**config.mk**
```make
export PLATFORM = sky130hd
export DESIGN_NAME = fifo_drain_ctrl
export DESIGN_NICKNAME = d
export VERILOG_FILES = /design/src/rtl/fifo_drain_ctrl.sv
export SDC_FILE = /design/constraint.sdc
export NUM_CORES = 1
export LEC_CHECK = 0
export ABC_CLOCK_PERIOD_IN_PS = 2900
export CAP_MARGIN = 20
export CORE_ASPECT_RATIO = 1.2
export CORE_MARGIN = 2
export CORE_UTILIZATION = 49
export CTS_CLUSTER_DIAMETER = 150
export CTS_CLUSTER_SIZE = 25
export DETAILED_ROUTE_END_ITERATION = 8
export PLACE_DENSITY_LB_ADDON = 0.15
export SYNTH_ARGS = -nofsm -noshare
export SYNTH_HDL_FRONTEND = slang
export SYNTH_SLANG_ARGS = --single-unit
```
**constraint.sdc**
```tcl
create_clock -name clk -period 2.9 [get_ports clk]
set_input_delay 0.58 -clock clk [delete_from_list [all_inputs] [get_ports clk]]
set_output_delay 0.58 -clock clk [all_outputs]
set_load 0.02 [all_outputs]
```
**src/rtl/fifo_drain_ctrl.sv**
```systemverilog
// Drain controller for a small synchronous FIFO. It pops words once a fill threshold
// is reached, absorbs the FIFO's one-cycle read latency in a 2-entry skid buffer, and
// presents the words downstream on a valid/ready handshake.
module fifo_drain_ctrl #(
  parameter int DATA_W       = 4,
  parameter int CNT_W        = 4,
  parameter int START_THRESH = 4,
  parameter int STAT_W       = 8
) (
  input  logic              clk,
  input  logic              rst,
  input  logic [CNT_W-1:0]  fifo_counter,
  input  logic [DATA_W-1:0] fifo_data,
  output logic              fifo_rd_en,
  output logic              out_valid,
  output logic [DATA_W-1:0] out_data,
  input  logic              out_ready,
  input  logic              flush,
  output logic              busy,
  output logic [STAT_W-1:0] pop_count
);

  typedef enum logic [1:0] {IDLE, DRAIN, FLUSH} state_t;

  localparam logic [CNT_W-1:0] THRESH = CNT_W'(START_THRESH);

  state_t            state, state_nxt;
  logic [1:0]        occ;
  logic              infl;
  logic [DATA_W-1:0] mem0, mem1;
  logic              deq, wr;
  logic [2:0]        occ_proj;

  always_ff @(posedge clk) begin
    if (rst) state <= IDLE;
    else     state <= state_nxt;
  end

  always_comb begin
    state_nxt = state;
    if (flush) begin
      state_nxt = FLUSH;
    end else begin
      case (state)
        IDLE:    if (fifo_counter >= THRESH) state_nxt = DRAIN;
        DRAIN:   if (fifo_counter == '0 && !infl) state_nxt = IDLE;
        FLUSH:   if (!infl) state_nxt = IDLE;
        default: state_nxt = IDLE;
      endcase
    end
  end

  // Projected skid occupancy at the edge when a read issued now would land.
  always_comb begin
    out_valid  = (occ != 2'd0);
    out_data   = out_valid ? mem0 : '0;
    busy       = (state != IDLE);
    deq        = out_valid && out_ready;
    wr         = infl && (state != FLUSH) && !flush;
    occ_proj   = {1'b0, occ} + {2'b00, infl} - {2'b00, deq};
    fifo_rd_en = (state == DRAIN) && !flush && (fifo_counter != '0) && (occ_proj < 3'd2);
  end

  always_ff @(posedge clk) begin
    if (rst) begin
      occ       <= '0;
      infl      <= 1'b0;
      mem0      <= '0;
      mem1      <= '0;
      pop_count <= '0;
    end else begin
      infl <= fifo_rd_en;
      if (deq) pop_count <= pop_count + 1'b1;
      if (flush) begin
        occ <= '0;
      end else begin
        case ({wr, deq})
          2'b10: begin
            if (occ == 2'd0) mem0 <= fifo_data;
            else             mem1 <= fifo_data;
            occ <= occ + 2'd1;
          end
          2'b01: begin
            mem0 <= mem1;
            occ  <= occ - 2'd1;
          end
          // Write and dequeue together: the tail word shifts in behind the outgoing head.
          2'b11: begin
            if (occ == 2'd1) begin
              mem0 <= fifo_data;
            end else begin
              mem0 <= mem1;
              mem1 <= fifo_data;
            end
          end
          default: ;
        endcase
      end
    end
  end

endmodule

```
==> Yosys cells after proc, flatten, opt, wreduce, memory -nomap -nowiden <==
Cells that the tools add are included.
{ "classes": {"add_sub_neg": 5, "multipliers": 0, "div": 0, "n_lt_le_gt_ge": 2, "eq_ne": 16, "n_shift": 0, "mux": 13, "n_bitwise": 1, "n_reduce_logical": 23} }
{ "ops": {"columns": ["op", "count"], "rows": [
  ["$mux 4", 5],
  ["$ne 2x2->1 const B", 7],
  ["$pmux 4 s3", 1],
  ["$ne 3x3->1 const B", 3],
  ["$reduce_and 3->1", 3],
  ["$add 8x1->8 const B", 1],
  ["$mux 2", 4],
  ["$pmux 4 s2", 1],
  ["$reduce_bool 2->1", 4],
  ["$logic_and 1x1->1", 7],
  ["$eq 2x1->1 const B", 3],
  ["$eq 2x2->1 const B", 3],
  ["$pmux 2 s3", 1],
  ["$ge 4x3->1 const B", 1],
  ["$logic_not 2->1", 2],
  ["$logic_not 4->1", 1],
  ["$pmux 2 s2", 1],
  ["$reduce_and 4->1", 1],
  ["$reduce_bool 4->1", 1],
  ["$add 2x1->3", 1],
  ["$lt 3x2->1 const B", 1],
  ["$reduce_bool 3->1", 1],
  ["$sub 3x1->3", 1],
  ["$add 2x1->2 const B", 1],
  ["4 further kinds", 5]
]} }
{ "word_totals": {"register_bits": 21, "latchBits": 0, "ramBits": 0, "mem_bits_ro": 0, "input_bits": 12, "out_inout_bits": 15, "wordCells": 67, "memories": 0} }

==> Depth between registers and ports, before layout <==
Gate-level depths: netlist (run 1).
{ "depth": {"word_depth": 6, "mapped_depth": 9, "ltp_nobuf": 9} }

==> Least setup slack after synthesis (run 1) <==
Ideal clock, no wire load.
{ "synth_path": {"kind": "register to output", "start": "reg occ[1]", "end": "out fifo_rd_en", "arrival_time_ns": 2.346, "required_time_ns": 2.320, "setup_slack_ns": -0.026, "path_stages_with_launch": 10, "path_buffers": 0, "path_cell_list": "dfxtp_1 -> inv_1 -> ha_1 -> nand2b_4 -> inv_2 -> ha_1 -> nand2b_1 -> fa_1 -> nand4bb_1 -> nor3_1"} }
{ "synth_via": {"elab_chain_cells": 5, "elab_cells_between_ends": 6, "classes_between": "2 x add/sub; 1 x order compare; 3 x reduce/logical"} }
{ "synth_lines": {"columns": ["item", "line", "rtl"], "rows": [
  ["start, declared", "28", "logic [1:0] occ;"],
  ["start signal, assigned", "81", "occ <= occ + 2'd1;"],
  ["start signal, assigned", "85", "occ <= occ - 2'd1;"],
  ["$reduce_bool 2->1", "55", "out_valid = (occ != 2'd0);"],
  ["$logic_and 1x1->1", "58", "deq = out_valid && out_ready;"],
  ["named net deq", "31", "logic deq, wr;"],
  ["$sub 3x1->3", "60", "occ_proj = {1'b0, occ} + {2'b00, infl} - {2'b00, deq};"],
  ["$lt 3x2->1", "61", "fifo_rd_en = (state == DRAIN) && !flush && (fifo_counter != '0) && (occ_proj < 3'd2);"],
  ["$logic_and 1x1->1", "61", null],
  ["end, declared", "14", "output logic fifo_rd_en,"]
]} }
The timed path passes the listed nets, and every way through them passes these cells.

==> Final worst setup path (run 1) <==
Same ends and word-level chain as after synthesis.

==> metrics.md, run 1 <==
| Metric | Value |
|---|---|
| Count of unresolved DRC violations after routing | `0` |
| CTS tree | `yes` |
| Dominant cells by area after synthesis | `dfxtp_1, ha_1, a21oi_1, o211ai_1, o31ai_1` |
| Maximum fanout encountered on the critical timing path | `2` |
| Clock slew seen by the registers of the worst setup and hold paths | `between 0.1 and 0.15 ns` |
| Most common cell in the netlist | `dfxtp_1` |
| CP arrival | `around 2.4 ns` |
| Library cell with the largest summed area after synthesis | `dfxtp_1` |
| Clk sink count | `21` |
| Post-synthesis async set-or-reset flop share | `0%` |
| Final instance area | `between 0.0015 and 0.002 mm^2` |
| Number of antenna violations at the first check in global routing | `0` |
| Peak supply drop | `between 0.3 and 0.4 mV` |
| Fin util | `between 70% and 80%` |
| Violated checks | `setup timing` |
| # H-tree levels | `1` |
| Highest achievable clock rate | `around 340 MHz` |
| Outcome | `complete, but fails checks` |
| Die ar. | `0.00283 mm^2` |
| Mean Syn Cell Area | `a little under 9 um^2` |
| Instance area at placement | `roughly 0.0015 mm^2` |
| Total global routing overflow | `0` |
| Area fraction of the dominant cell type after synthesis | `a little over a third` |
| DP HPWL | `a little over 2000 um` |
| Synthesized cell area | `between 0.001 and 0.0015 mm^2` |
| Vias per std cell | `roughly 5.7` |
| Die Y | `approximately 58 um` |
| Vias in the first global route | `approximately 1300` |
| Count of boundary I/O pins | `27` |
| Worst hold slack after final layout | `0.489 ns` |
| Slew at the pin with the worst max-slew slack | `slightly above 0.8 ns` |
| Total power | `approximately 500 uW` |
| Total of hold buffers inserted after clock tree synthesis | `0` |
| Fraction of power consumed by combinational cells | `a little over a tenth` |
| Clock period minus worst slack | `a little under 3 ns` |
| Setup Viol. Count Final | `1` |
| DR vias | `between 1000 and 1500` |
| Kind of capture point of the worst setup path | `output port` |
| Most common flop cell mapped by yosys | `dfxtp_1` |
| Hold Vio Cnt, Final | `0` |
| Number of unique standard cell types used by synthesis | `36` |
| Hold Path Origin | `mem1[0]` |
| Routed wire length per instance | `around 15 um` |
| Count of synthesis-stage warnings from yosys | `0` |
| Register area share after synthesis | `a little over a third` |
| Core footprint | `approximately 0.0023 mm^2` |
| Initial core utilization | `between 50% and 60%` |
| Final RePlAce weighted congestion | `0.797` |
| Number of DRC markers after the initial detailed-route iteration | `21` |
| P per Cell Area | `~300 mW/mm^2` |
| Diodes inserted | `0` |
| Antenna Violating Nets Remaining | `0` |
| Cell count after synthesis | `134` |
| Worst setup skew after layout | `~0.003 ns` |
| Total nets after synthesis | `~160` |
| R2r endpoint | `infl` |
| Share of total power in sequential cells | `between 60 and 70%` |
| Startpoint-to-endpoint class of the critical path | `flop to output port` |
| CP startpoint kind | `flop` |
| Clock Latency Late Sink | `0.30 ns` |
| Total detailed-routing wirelength | `2940 um` |
| Final setup slack of the worst path | `-0.0631 ns` |
| Max Cap Violations | `0` |
| Critical path required time | `between 2 and 2.5 ns` |
| Headroom to the max-slew limit | `44.6%` |
| Maximum number of pins on one net before global-route repair | `23` |
| Number of instances on the worst hold path | `2` |
| Area Overhead vs Synth | `37.5%` |
| Flip-flop and latch count after synthesis | `21` |
| Number of core rows | `19` |
| Die span in x | `roughly 49 um` |
| Endpoint of the worst hold-timing path | `mem1[0]` |
| Overall track demand over capacity in global routing | `24.0%` |
| Length of the first detailed-routing pass in iterations | `4` |
| First-pass GRT wire length | `roughly 5200 um` |
| CTS max path bufs | `2` |
| Top cells by count, synth | `dfxtp_1, a21oi_1` |
| Count of flip-flops with a built-in enable after synthesis | `0` |
| Port Buffers | `26` |
| Switching Share | `between 20 and 25%` |
| Pins over their slew limit | `0` |
| Internal power consumption | `around 370 uW` |
| Switching pwr | `between 100 and 150 uW` |
| Total number of nets in the final design | `slightly below 200` |
| CTS Root Buffer Type | `clkbuf_4` |
| Share of post-route cells with drive strength above 1 | `19.3%` |
| Relative contribution of the clock network to total power | `between 20% and 30%` |
| Fraction of the cycle the final worst path needs | `102%` |
| Worst-case setup slack after placement | `-0.704 ns` |
| Tightest Hold Check Type | `flop to flop` |
| Worst r2r path cells | `14` |
| Setup slack of the worst register-to-register path | `0.22 ns` |
| Setup repair after global routing missed its margin | `yes` |
| Number of CTS-inserted buffers | `3` |
| Critical register-to-register path startpoint | `occ[1]` |
| Static leakage | `0.586 nW` |
-- critical path, cell delays in order (launching register included) --
cell	delay (ns)
dfxtp_2	0.35
inv_2	0.05
ha_4	0.15
nand2b_4	0.14
inv_4	0.06
ha_4	0.19
nand2b_4	0.14
fa_1	0.41
xor2_1	0.31
nor3_2	0.09
buf_4	0.18
-- layout make-up --
class                      instances  area (um^2)
inverter                           7         28.8
clock inverter                     1         5.00
sequential                        21          423
fill                             195          673
timing repair buffer              39          354
multi-input combinational        100          761
tap                               31         38.8
clock buffer                       3         22.5
-- how the worst max path moves through the flow --
stage                         start    endpoint  slack [ns]  cells after the start
after floorplan              occ[1]  fifo_rd_en        0.13                      9
after global placement    out_ready  fifo_rd_en       -0.64                      9
after detailed placement  out_ready  fifo_rd_en       -0.70                      9
after CTS                    occ[1]  fifo_rd_en       -0.08                     10
after global routing         occ[1]  fifo_rd_en       -0.15                     10
final                        occ[1]  fifo_rd_en       -0.06                     10
-- through the flow --
stage	TNS (ns)	std cells
floorplan	0	134
global placement	-0.642	193
detailed placement	-0.704	193
CTS	-0.0756	204
global route	-0.149	202
finish	-0.0631	202
-- cells by family after synthesis --
group | count (synthesis) | share of synthesized area (%)
xor+xnor | 5 | 3.69
simple gates | 42 | 21.5
flops | 21 | 35.4
compound gates | 43 | 23.4
buf+inv | 13 | 4.95
mux | 1 | 0.948
fa+ha+maj | 9 | 10.1
-- metal layers --
metal / global-route usage [%] / wire (um) / share of wire [%]
met1: 26.5 / 1190 / 40
met5: 0 / 0 / 0
met3: 4.64 / 150 / 5.1
met4: 13.1 / 38 / 1.3
met2: 43.4 / 1560 / 53
-- placed cells by master (no fill, tap or decap), drive strengths merged --
| cell type | Yosys | layout |
|---|---|---|
| clkinv | 0 | 1 |
| nor3 | 3 | 3 |
| a21oi | 15 | 15 |
| dfxtp | 21 | 21 |
| nor2b | 9 | 9 |
| nor2 | 8 | 8 |
| xor2 | 1 | 1 |
| a2111oi | 2 | 2 |
| a21o | 1 | 1 |
| or2 | 1 | 1 |
| and2 | 1 | 1 |
| nand4 | 2 | 2 |
| nand3b | 1 | 1 |
| xnor2 | 4 | 4 |
| mux2 | 1 | 1 |
| nand2 | 3 | 3 |
| clkbuf | 3 | 3 |
| inv | 7 | 7 |
| nand4bb | 1 | 1 |
| nand4b | 1 | 1 |
| or3 | 3 | 3 |
| nor4 | 2 | 2 |
| fa | 1 | 1 |
| dlygate4sd2 | 0 | 1 |
| clkdlybuf4s50 | 0 | 24 |
| a311oi | 4 | 4 |
| buf | 3 | 14 |
| or4 | 2 | 2 |
| o31ai | 7 | 7 |
| o21ai | 6 | 6 |
| o211ai | 8 | 8 |
| nand2b | 3 | 3 |
| ha | 8 | 8 |
| nand3 | 2 | 2 |
-- power groups by stage --
stage | Combinational [mW] | Sequential, mW | Clock [mW]
after floorplan | 0.0214 | 0.299 | 0
after global routing | 0.0582 | 0.294 | 0.161
after global placement | 0.0474 | 0.299 | 0
after detailed placement | 0.0486 | 0.300 | 0
final | 0.0538 | 0.293 | 0.141
after CTS | 0.0536 | 0.293 | 0.147
-- sequential cells by signal, indices dropped and copies added (netlist names) --
name	flops
mem0	4
state	2
mem1	4
infl	1
pop_count	8
occ	2
-- timing repair --
item	4_1_cts	5_1_grt
pin swaps	2	4
setup endpoints to repair	1	2
gates cloned	0	0
setup buffers	7	1
gates resized for setup	16	1
(Power assumes the default switching activity.)
==> run 2: changes to the inputs <==
--- a/config.mk
+++ b/config.mk
@@ -5,15 +5,18 @@
 export SDC_FILE = /design/constraint.sdc
 export NUM_CORES = 1
 export LEC_CHECK = 0
+export ABC_AREA = 1
 export ABC_CLOCK_PERIOD_IN_PS = 2900
 export CAP_MARGIN = 20
 export CORE_ASPECT_RATIO = 1.2
 export CORE_MARGIN = 2
-export CORE_UTILIZATION = 49
+export CORE_UTILIZATION = 50
 export CTS_CLUSTER_DIAMETER = 150
 export CTS_CLUSTER_SIZE = 25
 export DETAILED_ROUTE_END_ITERATION = 8
+export GPL_TIMING_DRIVEN = 1
 export PLACE_DENSITY_LB_ADDON = 0.15
+export SETUP_SLACK_MARGIN = 0.15
 export SYNTH_ARGS = -nofsm -noshare
 export SYNTH_HDL_FRONTEND = slang
 export SYNTH_SLANG_ARGS = --single-unit
==> run 2 against run 1 <==
  * The flow still finishes with violations (setup timing)
  * Power grew 4.0%
  * Via count grew 8.3%
  * Sequential share of layout area shrank 2.2 points
  * Die area grew 2.4%
  * First-iteration DRC count shrank 9.5%
  * Final cell count grew 29%
  * Clock power grew 6%
  * Core utilization grew 5.7 points
  * Sequential power is essentially flat
  * Synthesized area grew 4.6%
  * Largest power group unchanged
==> metrics.md, run 2 <==
| Metric | Value |
|---|---|
| CTS Root Buffer Type | `clkbuf_4 (unchanged)` |
| Total nets after synthesis | `201 (was 155)` |
| Diodes inserted | `0 (unchanged)` |
| Maximum fanout encountered on the critical timing path | `2 (unchanged)` |
| Number of core rows | `19 (unchanged)` |
| Most common flop cell mapped by yosys | `dfxtp_1 (unchanged)` |
| Fraction of the cycle the final worst path needs | `103% (was 102%)` |
| Vias per std cell | `4.79 (was 5.69)` |
| Flip-flop and latch count after synthesis | `21 (unchanged)` |
| Vias in the first global route | `1176 (was 1266)` |
| Headroom to the max-slew limit | `71.4% (was 44.6%)` |
| Worst-case setup slack after placement | `-0.792 ns (was -0.704 ns)` |
| Fill cell total of the finished layout | `183 (was 195)` |
| Most frequent cells in the layout | `nand2_1, inv_1, nor2_1, clkdlybuf4s50_1, dfxtp_1 (was clkdlybuf4s50_1, dfxtp_1, a21oi_1, buf_4)` |
| Max Cap Violations | `0 (unchanged)` |
| Most flops, register | `pop_count (unchanged)` |
| Worst r2r path cells | `20 (was 14)` |
| Share of post-route cells with drive strength above 1 | `22.3% (was 19.3%)` |
| Most common cell in the netlist | `nand2_1 (was dfxtp_1)` |
| DP HPWL | `2160 um (was 2060 um)` |
| Count of boundary I/O pins | `27 (unchanged)` |
| CP Depth | `13 (was 10)` |
| Final setup slack of the worst path | `-0.0770 ns (was -0.0631 ns)` |
| Total global routing overflow | `0 (unchanged)` |
| CP startpoint kind | `flop (unchanged)` |
| Count of flip-flops with a built-in enable after synthesis | `0 (unchanged)` |
| Total detailed-routing wirelength | `2980 um (was 2940 um)` |
| CP arrival | `2.40 ns (was 2.38 ns)` |
| Slew at the pin with the worst max-slew slack | `0.428 ns (was 0.828 ns)` |
| Slowest stage cell on the critical path | `fa_1 (unchanged)` |
| Clock slew seen by the registers of the worst setup and hold paths | `0.12 ns (about the same)` |
| P per Cell Area | `285 mW/mm^2 (was 299 mW/mm^2)` |
| Number of flip-flops under the largest register name | `8 (unchanged)` |
| Post-synthesis async set-or-reset flop share | `0% (unchanged)` |
| Overall track demand over capacity in global routing | `21.9% (was 24.0%)` |
| Area fraction of the dominant cell type after synthesis | `33.8% (was 35.4%)` |
| Core footprint | `0.00233 mm^2 (was 0.00231 mm^2)` |
| Critical register-to-register path startpoint | `occ[1] (unchanged)` |
| Dominant cells by area after synthesis | `dfxtp_1, nand2_1, inv_1, nor2_1, ha_1 (was dfxtp_1, ha_1, a21oi_1, o211ai_1, o31ai_1)` |
| Clk sink count | `21 (unchanged)` |
| CTS max path bufs | `2 (unchanged)` |
| Cell count after placement | `247 (was 193)` |
| Most common cell after layout, fill and taps aside | `nand2_1 (was clkdlybuf4s50_1)` |
| Setup slack of the worst register-to-register path | `0.02 ns (was 0.22 ns)` |
| Violated checks | `setup timing (unchanged)` |
| Clock period minus worst slack | `2.98 ns (was 2.96 ns)` |
| Setup Viol. Count Final | `1 (unchanged)` |
| Length of the first detailed-routing pass in iterations | `4 (unchanged)` |
| Critical path required time | `2.32 ns (about the same)` |
| Top Registers | `pop_count x8, mem0 x4, mem1 x4 (unchanged)` |
| Die Y | `58.6 um (was 57.9 um)` |
| Cell class contributing the biggest share of worst-path delay | `adder cells (unchanged)` |
| Antenna Violating Nets Remaining | `0 (unchanged)` |
| Delay of the slowest critical-path stage | `0.47 ns (was 0.41 ns)` |
| Pins over their slew limit | `0 (unchanged)` |
| Kind of capture point of the worst setup path | `output port (unchanged)` |
| Port Buffers | `26 (unchanged)` |
| Number of buffer and inverter stages on the critical path | `5 (was 3)` |
| Hold Vio Cnt, Final | `0 (unchanged)` |
| Number of CTS-inserted buffers | `3 (unchanged)` |
| Ordered list of cells on the worst path | `inv_2 > ha_4 > inv_8 > nand2_4 > inv_4 > ha_4 > or2_4 > fa_1 > nand2_1 > nor2_1 > nand3_1 > inv_2 > buf_6 (was inv_2 > ha_4 > nand2b_4 > inv_4 > ha_4 > nand2b_4 > fa_1 > xor2_1 > nor3_2 > buf_4)` |
| Library cell with the largest summed area after synthesis | `dfxtp_1 (unchanged)` |
| Static leakage | `0.770 nW (was 0.586 nW)` |
| Critical path origin | `occ[1] (unchanged)` |
| Outcome | `complete, but fails checks (unchanged)` |
| R2r endpoint | `infl (unchanged)` |
| Termination of the worst setup path | `fifo_rd_en (unchanged)` |
| Register area share after synthesis | `33.8% (was 35.4%)` |
| Post-route insts no fill | `260 (was 202)` |
| Total number of nets in the final design | `251 (was 193)` |
| Maximum number of pins on one net before global-route repair | `13 (was 23)` |
| Peak supply drop | `0.279 mV (was 0.337 mV)` |
| Initial core utilization | `53.3% (was 51.5%)` |
| Routed wire length per instance | `11.5 um (was 14.5 um)` |
| Number of DRC markers after the initial detailed-route iteration | `19 (was 21)` |
| Area Overhead vs Synth | `43.5% (was 37.5%)` |
| Number of antenna violations at the first check in global routing | `0 (unchanged)` |
| Setup repair after global routing missed its margin | `yes (unchanged)` |
| Worst setup skew after layout | `0.00440 ns (was 0.00300 ns)` |
| Startpoint-to-endpoint class of the critical path | `flop to output port (unchanged)` |
| Cell count after synthesis | `180 (was 134)` |
| Mean Syn Cell Area | `6.90 um^2 (was 8.86 um^2)` |
| Highest achievable clock rate | `336 MHz (was 337 MHz)` |
| Final RePlAce weighted congestion | `0.824 (was 0.797)` |
| Count of synthesis-stage warnings from yosys | `0 (unchanged)` |
| Tightest Hold Check Type | `flop to flop (unchanged)` |
| Number of unique standard cell types used by synthesis | `25 (was 36)` |
| Die span in x | `49.5 um (was 48.9 um)` |
| Die ar. | `0.00290 mm^2 (was 0.00283 mm^2)` |
| DR vias | `1245 (was 1150)` |
| # H-tree levels | `1 (unchanged)` |
| Count of unresolved DRC violations after routing | `0 (unchanged)` |
| Clock Latency Late Sink | `0.31 ns (was 0.30 ns)` |
| Top cells by count, synth | `nand2_1, inv_1, nor2_1 (was dfxtp_1, a21oi_1)` |
| CTS tree | `yes (unchanged)` |
| First-pass GRT wire length | `4930 um (was 5240 um)` |
| Synthesized cell area | `0.00124 mm^2 (was 0.00119 mm^2)` |
==> run 2: changes by cell type after synthesis, sizes merged, moves of 4 or more <==
cell / before / now
o31ai: 7 / 0
nand3: 2 / 15
o211ai: 8 / 0
nor2: 8 / 31
a311oi: 4 / 0
nand2: 3 / 42
nor2b: 9 / 0
inv: 7 / 34
==> run 2: metrics by stage <==
step / util [%] / setup TNS [ns] / cell area, um^2 / hold slack [ns] / power (mW)
finish: 76.5 / -0.0770 / 1780 / 0.480 / 0.508
global placement: 70.4 / -0.793 / 1640 / 0.458 / 0.352
global route: 76.5 / -0.237 / 1780 / 0.503 / 0.523
CTS: 75.8 / -0.0284 / 1770 / 0.478 / 0.500
floorplan: - / 0 / 1260 / 0.439 / 0.323
detailed placement: 70.4 / -0.792 / 1640 / 0.459 / 0.354
==> run 2: repair_timing <==
action | 4_1_cts | 5_1_grt
hold buffers | 0 | 0
pin swaps | 5 | 3
resized for setup | 17 | 2
setup endpoints to repair | 1 | 2
buffers inserted | 8 | 1
==> run 2: logic make-up after synthesis <==
kind of cell | after synthesis | share of synthesized area [%]
simple gates | 92 | 33.9
flops | 21 | 33.8
fa+ha+maj | 9 | 9.67
xor+xnor | 2 | 1.41
compound gates | 21 | 10.2
buf+inv | 35 | 11.0
==> run 2: how the worst min path moves through the flow <==
stage          startpoint        to  slack (ns)  cells after the start
4_1_cts           mem1[1]   mem1[1]        0.48                      2
5_1_grt           mem1[3]   mem1[3]        0.50                      2
2_1_floorplan        infl  state[1]        0.44                      2
3_5_place_dp      mem1[1]   mem1[1]        0.46                      2
3_3_place_gp      mem1[0]   mem1[0]        0.46                      2
6_report          mem1[1]   mem1[1]        0.48                      2
==> run 2: report_power, final <==
| part | switching, mW | internal (mW) |
|---|---|---|
| Sequential | 0.00170 | 0.291 |
| Combinational | 0.0316 | 0.0332 |
| Clock | 0.0960 | 0.0538 |
==> run 2: layout make-up <==
cell class | count | area, um^2 | share of cell area [%]
multi-input cells | 124 | 721 | 40.4
clock buffers | 4 | 26.3 | 1.47
inverters | 34 | 138 | 7.72
well taps | 31 | 38.8 | 2.18
flip-flops and latches | 21 | 423 | 23.7
repair buffers | 46 | 437 | 24.5
==> run 2: routing by layer <==
metal  track usage, %  routed length (um)
met1             25.7                1340
met4             9.92                  62
met5                0                   0
met3             2.54                  89
met2             40.0                1490
==> run 2: worst min-delay path: cells and delay by family (launching register included) <==
family           cells  cell delay [ns]
flip-flops           1             0.33
AND/OR/NAND/NOR      1             0.07
AO/OA/AOI/OAI        1             0.04
==> run 3: changes to the inputs <==
--- a/config.mk
+++ b/config.mk
@@ -9,8 +9,8 @@
 export ABC_CLOCK_PERIOD_IN_PS = 2900
 export CAP_MARGIN = 20
 export CORE_ASPECT_RATIO = 1.2
-export CORE_MARGIN = 2
-export CORE_UTILIZATION = 50
+export CORE_MARGIN = 1
+export CORE_UTILIZATION = 25
 export CTS_CLUSTER_DIAMETER = 150
 export CTS_CLUSTER_SIZE = 25
 export DETAILED_ROUTE_END_ITERATION = 8
==> run 3 against run 2 <==
  * The run now ends clean
  * Final cell count is 8.5% higher
  * Combinational power is 11% lower
  * Core utilization is 39 points lower
  * Via count is 8.6% lower
  * Setup slack better by 0.13 ns
  * Die area is 81% higher
  * Sequential share of layout area is 0.15 points higher
  * Flip-flop and latch count stayed put
  * Fmax is 4.5% higher
  * Critical path type unchanged
  * Critical endpoint unchanged
  * Largest power group unchanged
==> metrics.md, run 3 (synthesized netlist as in run 2, its figures left out) <==
| Metric | Value |
|---|---|
| CTS max path bufs | `2 (unchanged)` |
| Total detailed-routing wirelength | `2710 um (was 2980 um)` |
| R2r endpoint | `infl (unchanged)` |
| Routed wire length per instance | `9.61 um (was 11.5 um)` |
| Number of core rows | `27 (was 19)` |
| Final RePlAce weighted congestion | `0.768 (was 0.824)` |
| Initial core utilization | `26.5% (was 53.3%)` |
| Number of buffer and inverter stages on the critical path | `5 (unchanged)` |
| Outcome | `finished, final reports clean (was complete, but fails checks)` |
| Clock slew seen by the registers of the worst setup and hold paths | `0.08 ns (was 0.12 ns)` |
| Most flops, register | `pop_count (unchanged)` |
| Hold Path Origin | `mem1[1] (unchanged)` |
| Antenna Violating Nets Remaining | `0 (unchanged)` |
| Startpoint-to-endpoint class of the critical path | `flop to output port (unchanged)` |
| CTS tree | `yes (unchanged)` |
| Overall track demand over capacity in global routing | `11.7% (was 21.9%)` |
| Critical path origin | `occ[1] (unchanged)` |
| Headroom to the max-slew limit | `73.2% (was 71.4%)` |
| Number of antenna violations at the first check in global routing | `0 (unchanged)` |
| Port Buffers | `26 (unchanged)` |
| Worst r2r path cells | `13 (was 20)` |
| Clock Latency Late Sink | `0.26 ns (was 0.31 ns)` |
| Max Cap Violations | `0 (unchanged)` |
| Number of flip-flops under the largest register name | `8 (unchanged)` |
| Die span in x | `66.4 um (was 49.5 um)` |
| Highest achievable clock rate | `351 MHz (was 336 MHz)` |
| CP startpoint kind | `flop (unchanged)` |
| Maximum fanout encountered on the critical timing path | `2 (unchanged)` |
| Pins over their slew limit | `0 (unchanged)` |
| Kind of capture point of the worst setup path | `output port (unchanged)` |
| Vias in the first global route | `1123 (was 1176)` |
| Critical path required time | `2.32 ns (about the same)` |
| Total of hold buffers inserted after clock tree synthesis | `0 (unchanged)` |
| Length of the first detailed-routing pass in iterations | `4 (unchanged)` |
| Number of instances on the worst hold path | `2 (unchanged)` |
| Tightest Hold Check Type | `flop to flop (unchanged)` |
| Setup slack of the worst register-to-register path | `0.79 ns (was 0.02 ns)` |
| Setup Viol. Count Final | `0 (was 1)` |
| Critical register-to-register path startpoint | `occ[1] (unchanged)` |
| CP arrival | `2.27 ns (was 2.40 ns)` |
| Share of post-route cells with drive strength above 1 | `21.0% (was 22.3%)` |
| Fin util | `37.7% (was 76.5%)` |
| Endpoint of the worst hold-timing path | `mem1[1] (unchanged)` |
| Total power | `541 uW (was 508 uW)` |
| Cell class contributing the biggest share of worst-path delay | `adder cells (unchanged)` |
| Setup repair after global routing missed its margin | `yes (unchanged)` |
| Peak supply drop | `0.132 mV (was 0.279 mV)` |
| Count of unresolved DRC violations after routing | `0 (unchanged)` |
| Ordered list of cells on the worst path | `inv_2 > ha_4 > inv_8 > nand2_4 > inv_4 > ha_4 > or2_4 > fa_1 > nand2_1 > nor2_1 > nand3_2 > inv_2 > buf_6 (was inv_2 > ha_4 > inv_8 > nand2_4 > inv_4 > ha_4 > or2_4 > fa_1 > nand2_1 > nor2_1 > nand3_1 > inv_2 > buf_6)` |
| Die Y | `79.2 um (was 58.6 um)` |
| Diodes inserted | `0 (unchanged)` |
| Delay of the slowest critical-path stage | `0.48 ns (was 0.47 ns)` |
| Count of boundary I/O pins | `27 (unchanged)` |
| Maximum number of pins on one net before global-route repair | `13 (unchanged)` |
| First-pass GRT wire length | `4750 um (was 4930 um)` |
| Most frequent cells in the layout | `nand2_1, inv_1, nor2_1, clkdlybuf4s50_1, dfxtp_1 (unchanged)` |
| Fraction of the cycle the final worst path needs | `98.2% (was 103%)` |
| Core footprint | `0.00470 mm^2 (was 0.00233 mm^2)` |
| Static leakage | `0.747 nW (was 0.770 nW)` |
| Worst hold slack after final layout | `0.470 ns (was 0.480 ns)` |
| P per Cell Area | `306 mW/mm^2 (was 285 mW/mm^2)` |
| Hold Vio Cnt, Final | `0 (unchanged)` |
| Number of DRC markers after the initial detailed-route iteration | `21 (was 19)` |
| DP HPWL | `2170 um (was 2160 um)` |
| Fill cell total of the finished layout | `512 (was 183)` |
| # H-tree levels | `1 (unchanged)` |
| Most common cell after layout, fill and taps aside | `nand2_1 (unchanged)` |
| Post-route insts no fill | `282 (was 260)` |
| Slew at the pin with the worst max-slew slack | `0.402 ns (was 0.428 ns)` |
| Number of CTS-inserted buffers | `3 (unchanged)` |
| Vias per std cell | `4.04 (was 4.79)` |
| DR vias | `1138 (was 1245)` |
| Top Registers | `pop_count x8, mem0 x4, mem1 x4 (unchanged)` |
| Cell count after placement | `276 (was 247)` |
| Total global routing overflow | `0 (unchanged)` |
| Worst setup skew after layout | `0.00208 ns (was 0.00440 ns)` |
| Die ar. | `0.00526 mm^2 (was 0.00290 mm^2)` |
| Clock period minus worst slack | `2.85 ns (was 2.98 ns)` |
| CTS Root Buffer Type | `clkbuf_8 (was clkbuf_4)` |
| Total number of nets in the final design | `246 (was 251)` |
| Area Overhead vs Synth | `42.6% (was 43.5%)` |
| Slowest stage cell on the critical path | `fa_1 (unchanged)` |
| Clk sink count | `21 (unchanged)` |
-- run 3: changes by cell type in the layout (fill, tap and decap cells not counted), sizes merged --
cell	delta
clkdlybuf4s15	+1
dlygate4sd2	-1
buf	-5
-- run 3: routing by layer --
metal	vias to the layer above	global-route usage (%)	wire, um
met2	14	19.3	1310
li1	640	-	-
met5	-	0	0
met3	2	2.16	68
met1	482	14.8	1320
met4	0	4.47	19
-- run 3: timing repair --
item                                    CTS  global route
gates cloned                              0             0
gates resized for setup                  12             1
setup buffers                             0             2
pin swaps                                 6             4
endpoints found under the setup margin    1             1
-- run 3: worst max path at each step --
stage	to	slack, ns	cells past startpoint
after CTS	fifo_rd_en	-0.04	13
after floorplan	fifo_rd_en	0.15	12
after detailed placement	fifo_rd_en	-0.82	11
after global routing	fifo_rd_en	-0.07	13
after global placement	fifo_rd_en	-0.83	11
final	fifo_rd_en	0.05	13
-- run 3: metrics by stage --
stage	setup slack [ns]	instance area [um^2]	setup TNS, ns
2_1_floorplan	0.151	1260	0
3_3_place_gp	-0.832	1690	-0.832
3_5_place_dp	-0.825	1690	-0.825
4_1_cts	-0.0435	1750	-0.0435
5_1_grt	-0.0715	1770	-0.0715
6_report	0.0519	1770	0
-- run 3: report_power, final --
part           internal, mW  total, mW  switching, mW  leakage (nW)
Combinational        0.0291     0.0574         0.0283         0.553
Sequential            0.291      0.292        0.00151         0.171
Clock                0.0978      0.192         0.0939        0.0228
Total                 0.418      0.541          0.124         0.747
-- run 3: area by class of cell --
type / count / area, um^2 / share of cell area [%]
Tap cell: 58 / 72.6 / 4.10
Multi-Input combinational cell: 124 / 718 / 40.5
Timing Repair Buffer: 41 / 375 / 21.2
Clock buffer: 4 / 45.0 / 2.54
Sequential cell: 21 / 423 / 23.9
Inverter: 34 / 138 / 7.77
-- run 3: tightest hold or removal path, stage by stage (launching register included) --
cell and delay [ns]:
dfxtp_1 0.31, nand2_1 0.07, a21oi_2 0.04
